===== src/rtl/enc_sel_pkg.sv =====
// enc_sel_pkg: shared state encoding, encoder indices and accumulator width helper for enc_sel_ctrl
package enc_sel_pkg;
  typedef enum logic [1:0] {ACCUM, SCAN, SWITCH} state_t;
  localparam logic [2:0] ENC_NORM = 3'd0;
  localparam logic [2:0] ENC_INV = 3'd1;
  localparam logic [2:0] ENC_TRAN = 3'd2;
  localparam logic [2:0] ENC_GRAY = 3'd3;
  localparam logic [2:0] ENC_T0 = 3'd4;
  function automatic int acc_width(input int cw, input int win_log2);
    return cw + win_log2;
  endfunction
endpackage


===== src/rtl/enc_cost_acc.sv =====
// enc_cost_acc: bank of per-encoder cost accumulators with clear, enable and two indexed read ports
module enc_cost_acc import enc_sel_pkg::*; #(
  parameter int N_ENC = 5,
  parameter int CW = 4,
  parameter int ACC_W = acc_width(4, 6)
) (
  input  logic                   ck,
  input  logic                   clr,
  input  logic                   en,
  input  logic [N_ENC*CW-1:0]    tc_in,
  input  logic [2:0]             ra,
  input  logic [2:0]             rb,
  output logic [ACC_W-1:0]       qa,
  output logic [ACC_W-1:0]       qb
);
  logic [ACC_W-1:0] acc [N_ENC];
  always_ff @(posedge ck)
    for (int i = 0; i < N_ENC; i++)
      if (clr) acc[i] <= '0;
      else if (en) acc[i] <= acc[i] + ACC_W'(tc_in[i*CW +: CW]);
  assign qa = acc[ra];
  assign qb = acc[rb];
endmodule


===== src/rtl/enc_sel_ctrl.sv =====
// enc_sel_ctrl: windowed cost scan, hysteretic encoder choice and req/ack bus switch sequencing
// Optional ENC_SEL_STATS_EN adds sw_count and sel_cost outputs.
module enc_sel_ctrl import enc_sel_pkg::*; #(
  parameter int N_ENC = 5,
  parameter int CW = 4,
  parameter int WIN_LOG2 = 6,
  parameter int HYST = 8,
  parameter int RESET_SEL = ENC_NORM,
  localparam int ACC_W = acc_width(CW, WIN_LOG2)
) (
  input  logic                ck,
  input  logic                rst,
  input  logic                en,
  input  logic [N_ENC*CW-1:0] tc_in,
  output logic [2:0]          sel,
  output logic                sw_req,
  output logic [2:0]          sw_target,
  input  logic                sw_ack,
  output logic                win_done,
  output logic [2:0]          best_idx,
  output logic [ACC_W-1:0]    best_cost
`ifdef ENC_SEL_STATS_EN
  ,
  output logic [15:0]         sw_count,
  output logic [ACC_W-1:0]    sel_cost
`endif
);
  state_t state, state_n;
  logic [WIN_LOG2-1:0] win_cnt;
  logic [2:0] k, min_idx, best_i;
  logic [ACC_W-1:0] min_cost, qa, qb, best_c;
  logic scan_last, take, do_switch;
  enc_cost_acc #(.N_ENC(N_ENC), .CW(CW), .ACC_W(ACC_W)) u_acc (
    .ck(ck),
    .clr(rst || scan_last),
    .en(state == ACCUM && en),
    .tc_in(tc_in),
    .ra(k),
    .rb(sel),
    .qa(qa),
    .qb(qb)
  );
  // strict less-than keeps the lowest index on ties; k==0 seeds the running minimum
  always_comb begin
    scan_last = state == SCAN && k == 3'(N_ENC - 1);
    take = k == 3'd0 || qa < min_cost;
    best_i = take ? k : min_idx;
    best_c = take ? qa : min_cost;
    do_switch = {1'b0, best_c} + (ACC_W + 1)'(HYST) < {1'b0, qb};
    win_done = state == SCAN && k == 3'd0;
    sw_req = state == SWITCH;
    state_n = state == ACCUM ? ((en && &win_cnt) ? SCAN : ACCUM)
            : state == SCAN ? (scan_last ? (do_switch ? SWITCH : ACCUM) : SCAN)
            : (sw_ack ? ACCUM : SWITCH);
  end
  always_ff @(posedge ck)
    state <= rst ? ACCUM : state_n;
  always_ff @(posedge ck)
    if (rst) begin
      win_cnt <= '0;
      k <= '0;
      min_idx <= '0;
      min_cost <= '0;
      sel <= 3'(RESET_SEL);
      sw_target <= '0;
      best_idx <= '0;
      best_cost <= '0;
    end else begin
      if (state == ACCUM && en) win_cnt <= win_cnt + WIN_LOG2'(1);
      if (state == SCAN) begin
        k <= scan_last ? 3'd0 : k + 3'd1;
        min_idx <= best_i;
        min_cost <= best_c;
      end
      if (scan_last) begin
        best_idx <= best_i;
        best_cost <= best_c;
        sw_target <= best_i;
      end
      if (state == SWITCH && sw_ack) sel <= sw_target;
    end
`ifdef ENC_SEL_STATS_EN
  always_ff @(posedge ck)
    if (rst) begin
      sw_count <= '0;
      sel_cost <= '0;
    end else begin
      if (state == SWITCH && sw_ack && !(&sw_count)) sw_count <= sw_count + 16'd1;
      if (scan_last) sel_cost <= qb;
    end
`endif
endmodule


===== config.mk =====
export PLATFORM = sky130hd
export DESIGN_NAME = enc_sel_ctrl
export DESIGN_NICKNAME = d
export VERILOG_FILES = /design/src/rtl/enc_sel_pkg.sv /design/src/rtl/enc_cost_acc.sv /design/src/rtl/enc_sel_ctrl.sv
export SDC_FILE = /design/constraint.sdc
export NUM_CORES = 1
export LEC_CHECK = 0
export CORE_UTILIZATION = 48
export DETAILED_ROUTE_END_ITERATION = 7
export GPL_TIMING_DRIVEN = 0
export PLACE_DENSITY = 0.67
export SETUP_SLACK_MARGIN = 0.1
export SLEW_MARGIN = 20
export SYNTH_ARGS = -nofsm -noshare
export SYNTH_HDL_FRONTEND = slang
export SYNTH_SLANG_ARGS = --single-unit

===== constraint.sdc =====
create_clock -name ck -period 7.4 [get_ports ck]
set_clock_uncertainty 0.05 [all_clocks]
set_input_delay 1.11 -clock ck [delete_from_list [all_inputs] [get_ports ck]]
set_output_delay 1.11 -clock ck [all_outputs]
set_load 0.005 [all_outputs]

==> results of run 1 <==
[metal layers]
metal	wire [um]	vias to the layer above	global-route usage, %
met1	6360	2263	29.9
met4	273	0	7.88
met2	6970	119	39.7
li1	-	2206	-
met3	678	20	5.08
met5	0	-	0
[state kept, by name, indices dropped and copies added, names as in the netlist, named ones only]
register   count
u_acc.acc     50
min_idx        3
k              3
sel            3
state          2
best_cost     10
best_idx       3
win_cnt        6
min_cost      10
[layout make-up]
cell class / instances / share of cell area (%)
clock buffers: 13 / 4.15
clock inverters: 3 / 0.284
inverters: 30 / 1.60
flip-flops and latches: 96 / 34.3
well taps: 168 / 2.98
repair buffers: 43 / 6.10
multi-input cells: 422 / 48.0
plain buffers: 30 / 2.57
[path summary, 6_finish.rpt]
check | start | to | depth (start not counted)
max reg2reg | u_acc.acc[2][4]$_SDFFCE_PN0P_ | state[1]$_SDFF_PP0_ | 19
min reg2reg | best_cost[0]$_SDFFE_PP0P_ | best_cost[0]$_SDFFE_PP0P_ | 2
min | best_cost[0]$_SDFFE_PP0P_ | best_cost[0]$_SDFFE_PP0P_ | 2
max | u_acc.acc[2][4]$_SDFFCE_PN0P_ | state[1]$_SDFF_PP0_ | 19
[cell usage after synthesis (2+ instances only)]
| cell type | instances | area share, % |
|---|---|---|
| and3_1 | 11 | 1.1 |
| a211oi_1 | 6 | 0.74 |
| or3_1 | 10 | 1.0 |
| nor3_1 | 7 | 0.57 |
| mux2i_1 | 26 | 4.3 |
| a21o_1 | 9 | 1.1 |
| nor2_1 | 58 | 3.6 |
| inv_1 | 30 | 1.8 |
| buf_2 | 4 | 0.33 |
| nor2b_1 | 18 | 1.8 |
| mux4_2 | 11 | 4.1 |
| o21ai_0 | 27 | 2.2 |
| edfxtp_1 | 50 | 25 |
| mux4_1 | 9 | 3.9 |
| o2111ai_1 | 10 | 1.4 |
| xnor2_1 | 12 | 1.7 |
| nand2b_1 | 17 | 1.7 |
| a21oi_1 | 23 | 1.9 |
| buf_6 | 3 | 0.55 |
| nand4_1 | 2 | 0.21 |
| nand3_1 | 27 | 2.2 |
| mux2_2 | 9 | 1.7 |
| fa_1 | 5 | 1.6 |
| dfxtp_1 | 46 | 15 |
| a311oi_1 | 3 | 0.43 |
| a211o_1 | 2 | 0.29 |
| ha_1 | 42 | 8.6 |
| and2_1 | 2 | 0.21 |
| o22ai_1 | 7 | 0.72 |
| clkbuf_1 | 16 | 0.99 |
| buf_4 | 3 | 0.37 |
| nand2_1 | 23 | 1.4 |
| xor2_1 | 32 | 4.6 |
[power by group through the flow]
stage                     Combinational, uW  Sequential [uW]  Clock, uW
after global routing                    225              615        513
after global placement                  191              621          0
after detailed placement                198              623          0
after floorplan                         143              614          0
final                                   200              612        479
after CTS                               200              611        491
[logic make-up (layout without fill, tap and decap cells)]
logic type / after synthesis / in the layout / synth area share [%]
and+or+nand+nor: 182 / 182 / 14.9
buffers and inverters: 60 / 119 / 4.82
muxes: 55 / 55 / 13.9
AOI/OAI and AO/OA: 94 / 94 / 10.1
adders and majority gates: 47 / 47 / 10.3
DFF: 96 / 96 / 39.7
xor gates and xnor gates: 44 / 44 / 6.32
[critical path: cells and delay by family (launching register included)]
family          cells  cell delay, ps
fa+ha+maj           3             850
buf+inv             3             480
xor+xnor            1             230
mux                 3            1280
flops               1             380
compound gates      6            1710
simple gates        3             960
[through the flow]
step	total power, uW	setup WS (ps)	instance area (um2)	hold slack (ps)	cells
global placement	812	1390	6740	410	789
detailed placement	821	1410	6740	417	789
finish	1290	1320	7060	425	805
floorplan	757	2170	6100	396	578
CTS	1300	1350	7060	426	805
global route	1350	1070	7060	454	805
==> impl_metrics.tcl, run 1 <==
set metrics [dict create \
    path_cells "clkbuf_1 -> mux4_1 -> mux2_2 -> ha_1 -> and4_1 -> and3_2 -> a2111oi_4 -> a21o_1 -> buf_6 -> mux2i_1 -> inv_1 -> ha_1 -> xnor2_1 -> ha_1 -> a21o_1 -> a211o_1 -> or4_1 -> a21o_1 -> a221oi_1" \
    die_w_um 115 \
    cts_max_path_buffers 2 \
    synth_area_per_cell_um2 10.5 \
    synth_edf_count 50 \
    ir_drop_v 0.000145 \
    cp_max_fo 8 \
    first_iter_violations 427 \
    power_frac_comb_pct 15.5 \
    n_antenna_cell 0 \
    period_needed_ps 6080 \
    start_kind "register" \
    grt_pass1_vias 4616 \
    slew_headroom_pct 52.1 \
    final_common_cell "nor2_1" \
    r2r_setup_slack_ps 1320 \
    worst_pin_slew_ps 719 \
    die-height_um 115 \
    fmax_mhz 165 \
    p_per_area_nw_per_um2 183 \
    setup_tns_ps 0 \
    switchingPower_uw 334 \
    cts_buffers 9 \
    initial_core_util_pct 49.9 \
    portBuffers 43 \
    drv_cap 0 \
    clockRootBuffer "clkbuf_16" \
    drive_gt1_share_pct 8.63 \
    grt.overflow.total 0 \
    slowest_stage "mux4_1" \
    ant_nets 0 \
    fin_util_pct 57.8 \
    multi_input_area_um2 3390 \
    n_fill_cell 1055 \
    grt_max_degree 51 \
    synth_ff_type "edfxtp_1" \
    period_share_pct 82.1 \
    critPathArrivalTime_ps 6250 \
    p_leak_uw 0.00268 \
    final_cell_mix "58 x nor2_1, 50 x edfxtp_1, 46 x dfxtp_1" \
    status "finished, final reports clean" \
    yosysWarnings 0 \
    clk_pin_slew_ps 60 \
    hold_class "reg -> reg" \
    cp.required_ps 7570 \
    grt_util_all_layers_pct 23.5 \
    coreArea_um2 12200 \
    swShare_pct 25.9 \
    internal-power_uw 957 \
    drc 0 \
    syn_nets 649 \
    netlist_area_um2 6100 \
    criticalPathCategory "reg -> reg" \
    clk_latency_ps 350 \
    wl_per_cell_um 17.7 \
    rows 40 \
    rsz0062_at_grt "no" \
    ios 45 \
    synth-seq-cells 96 \
    postCtsSetupBuffers 0 \
    nNetsFinal 703 \
    ff_latch_area_um2 2420 \
    synth.yosys.seq_area_share_pct 39.7 \
    firstDrtPassIters 5 \
    async_flop_share_pct 0 \
    antenna_found_initial 0 \
    viasPerCell 5.72 \
    slowest_delay_ps 550 \
    synth_cells 578 \
    cts_hold_buffers 0 \
    routed_wl_mm 14.3 \
    htree_levels 3 \
    area_delta_synth_final_pct 15.7 \
    seqPwrFrac_pct 47.4 \
    cp-end-kind "register" \
    tritoncts "built" \
    hold_viol 0 \
    drv_slew 0 \
    dieArea_um2 13200 \
    yosysUniqueCellTypes 51 \
    detailed_place_hpwl_mm 10.8 \
    pwr-share-clk_pct 37.1 \
    cts_resized 0 \
    vias 4608 \
    place_congestion 0.863 \
    clkSinkCount 96 \
    grt_pass1_wl_mm 23.3 \
    finalSetupViolations 0 \
]
Power figures use the tool's default switching activity.
==> run 2, diff against run 1 <==
Clock period 7.4 ns to 6.4 ns, I/O delays scaled along.
==> run 2 against run 1 <==
Against the previous run: routed wire length increased by 0.44%; clock-buffer cell count unchanged; hold slack about the same; sequential cell count unchanged; global-route usage unchanged; sequential share of layout area about the same; first-iteration DRC count increased by 2.8%; final cell count unchanged; final area about the same; critical path type unchanged; largest cell class unchanged.
==> impl_metrics.tcl, run 2 (synthesized netlist as in run 1, its figures left out) <==
set metrics [dict create \
    rows 40 \
    setup_tns_ps 0 \
    finalSetupViolations 0 \
    drv_cap 0 \
    die-height_um 115 \
    ir_drop_v 0.000168 \
    worst_pin_slew_ps 721 \
    cts_max_path_buffers 2 \
    cts_buffers 9 \
    hold_end "best_cost[0]$_SDFFE_PP0P_" \
    grt.overflow.total 0 \
    cp-end-kind "register" \
    min-delay-start "best_cost[0]$_SDFFE_PP0P_" \
    final_cell_mix "58 x nor2_1, 50 x edfxtp_1, 46 x dfxtp_1" \
    rsz0062_at_grt "no" \
    ios 45 \
    period_share_pct 94.1 \
    min_path_cells 2 \
    hold_viol 0 \
    vias 4636 \
    cp_max_fo 8 \
    clockRootBuffer "clkbuf_16" \
    r2r_start "u_acc.acc[2][4]$_SDFFCE_PN0P_" \
    viasPerCell 5.76 \
    crit_cells 19 \
    postCtsSetupBuffers 0 \
    p_leak_uw 0.00267 \
    start_kind "register" \
    slowest_stage "mux4_1" \
    placed_area_um2 6740 \
    grt_util_all_layers_pct 23.5 \
    initial_core_util_pct 49.9 \
    criticalPathCategory "reg -> reg" \
    status "finished, final reports clean" \
    clkSinkCount 96 \
    first_iter_violations 439 \
    worstRegToRegCells 19 \
    nNetsFinal 703 \
    final_common_cell "nor2_1" \
    r2r_setup_slack_ps 380 \
    area_delta_synth_final_pct 15.8 \
    routed_wl_mm 14.3 \
    cts_hold_buffers 0 \
    slew_headroom_pct 51.9 \
    clk_pin_slew_ps 60 \
    largest_register_ffs 50 \
    tritoncts "built" \
    grt_pass1_vias 4616 \
    firstDrtPassIters 5 \
    antenna_found_initial 0 \
    hold_class "reg -> reg" \
    grt_pass1_wl_mm 23.3 \
    die_w_um 115 \
    dieArea_um2 13200 \
    detailed_place_hpwl_mm 10.8 \
    regMostFlops "u_acc.acc" \
    reg_top3 "u_acc.acc (50), best_cost (10), min_cost (10)" \
    n_antenna_cell 0 \
    ant_nets 0 \
    drive_gt1_share_pct 8.79 \
    wl_per_cell_um 17.8 \
    rr_endpoint "state[1]$_SDFF_PP0_" \
    clk_latency_ps 350 \
    grt_max_degree 51 \
    cts_resized 0 \
    coreArea_um2 12200 \
    drv_slew 0 \
    path_buf_inv 3 \
    fmax_mhz 166 \
    critPathArrivalTime_ps 6190 \
    p_total_uw 1490 \
    holdWs_ps 425 \
    htree_levels 3 \
    p_per_area_nw_per_um2 212 \
    crit_family "compound AO/OA/AOI/OAI gates" \
    slowest_delay_ps 560 \
    design_area_um2 7060 \
    path_cells "clkbuf_1 -> mux4_1 -> mux2_2 -> ha_1 -> and4_1 -> and3_2 -> a2111oi_4 -> a21o_1 -> buf_6 -> mux2i_2 -> inv_1 -> ha_1 -> xnor2_1 -> ha_1 -> a21o_1 -> a211o_1 -> or4_1 -> a21o_1 -> a221oi_1" \
    cp.required_ps 6570 \
    period_needed_ps 6020 \
    portBuffers 43 \
    place_congestion 0.863 \
    drc 0 \
]
## run 2: area by class of cell
cell class / instances / area, um2
plain buffers: 30 / 181
repair buffers: 43 / 430
fillers: 1056 / 5150
multi-input cells: 422 / 3390
well taps: 168 / 210
clock inverters: 3 / 20.0
inverters: 30 / 113
clock buffers: 13 / 293
flip-flops and latches: 96 / 2420
## run 2: power by group
| part | switching [uW] | total (uW) | internal (uW) |
|---|---|---|---|
| combinational | 126 | 232 | 107 |
| clock | 233 | 554 | 321 |
| sequential | 28.5 | 708 | 679 |
## run 2: how the worst max path moves through the flow
stage / slack (ps) / start / to
final: 380 / u_acc.acc[2][4]$_SDFFCE_PN0P_ / state[1]$_SDFF_PP0_
after global routing: 160 / u_acc.acc[2][4]$_SDFFCE_PN0P_ / state[1]$_SDFF_PP0_
after CTS: 350 / u_acc.acc[2][4]$_SDFFCE_PN0P_ / state[1]$_SDFF_PP0_
after detailed placement: 410 / u_acc.acc[2][4]$_SDFFCE_PN0P_ / state[1]$_SDFF_PP0_
after global placement: 390 / register / state[1]$_SDFF_PP0_
after floorplan: 1170 / register / state[1]$_SDFF_PP0_
## run 2: per-layer routing
layer | vias up | track usage [%] | wire length [um]
li1 | 2210 | - | -
met1 | 2298 | 29.9 | 6460
met2 | 108 | 39.7 | 6980
met3 | 20 | 5.08 | 635
met4 | 0 | 7.88 | 268
met5 | - | 0 | 0
## run 2: metrics by stage
step / setup slack [ps] / utilization, % / std cells
after floorplan: 1170 / - / 578
after global placement: 391 / 55.2 / 789
after detailed placement: 409 / 55.2 / 789
after CTS: 348 / 57.8 / 805
after global routing: 162 / 57.8 / 805
final: 380 / 57.8 / 805
## run 2: tightest hold or removal path, delay by kind of cell, from the launching register on
family	cells	cell delay, ps
AOI/OAI and AO/OA	1	50
DFF	1	320
and+or+nand+nor	1	60
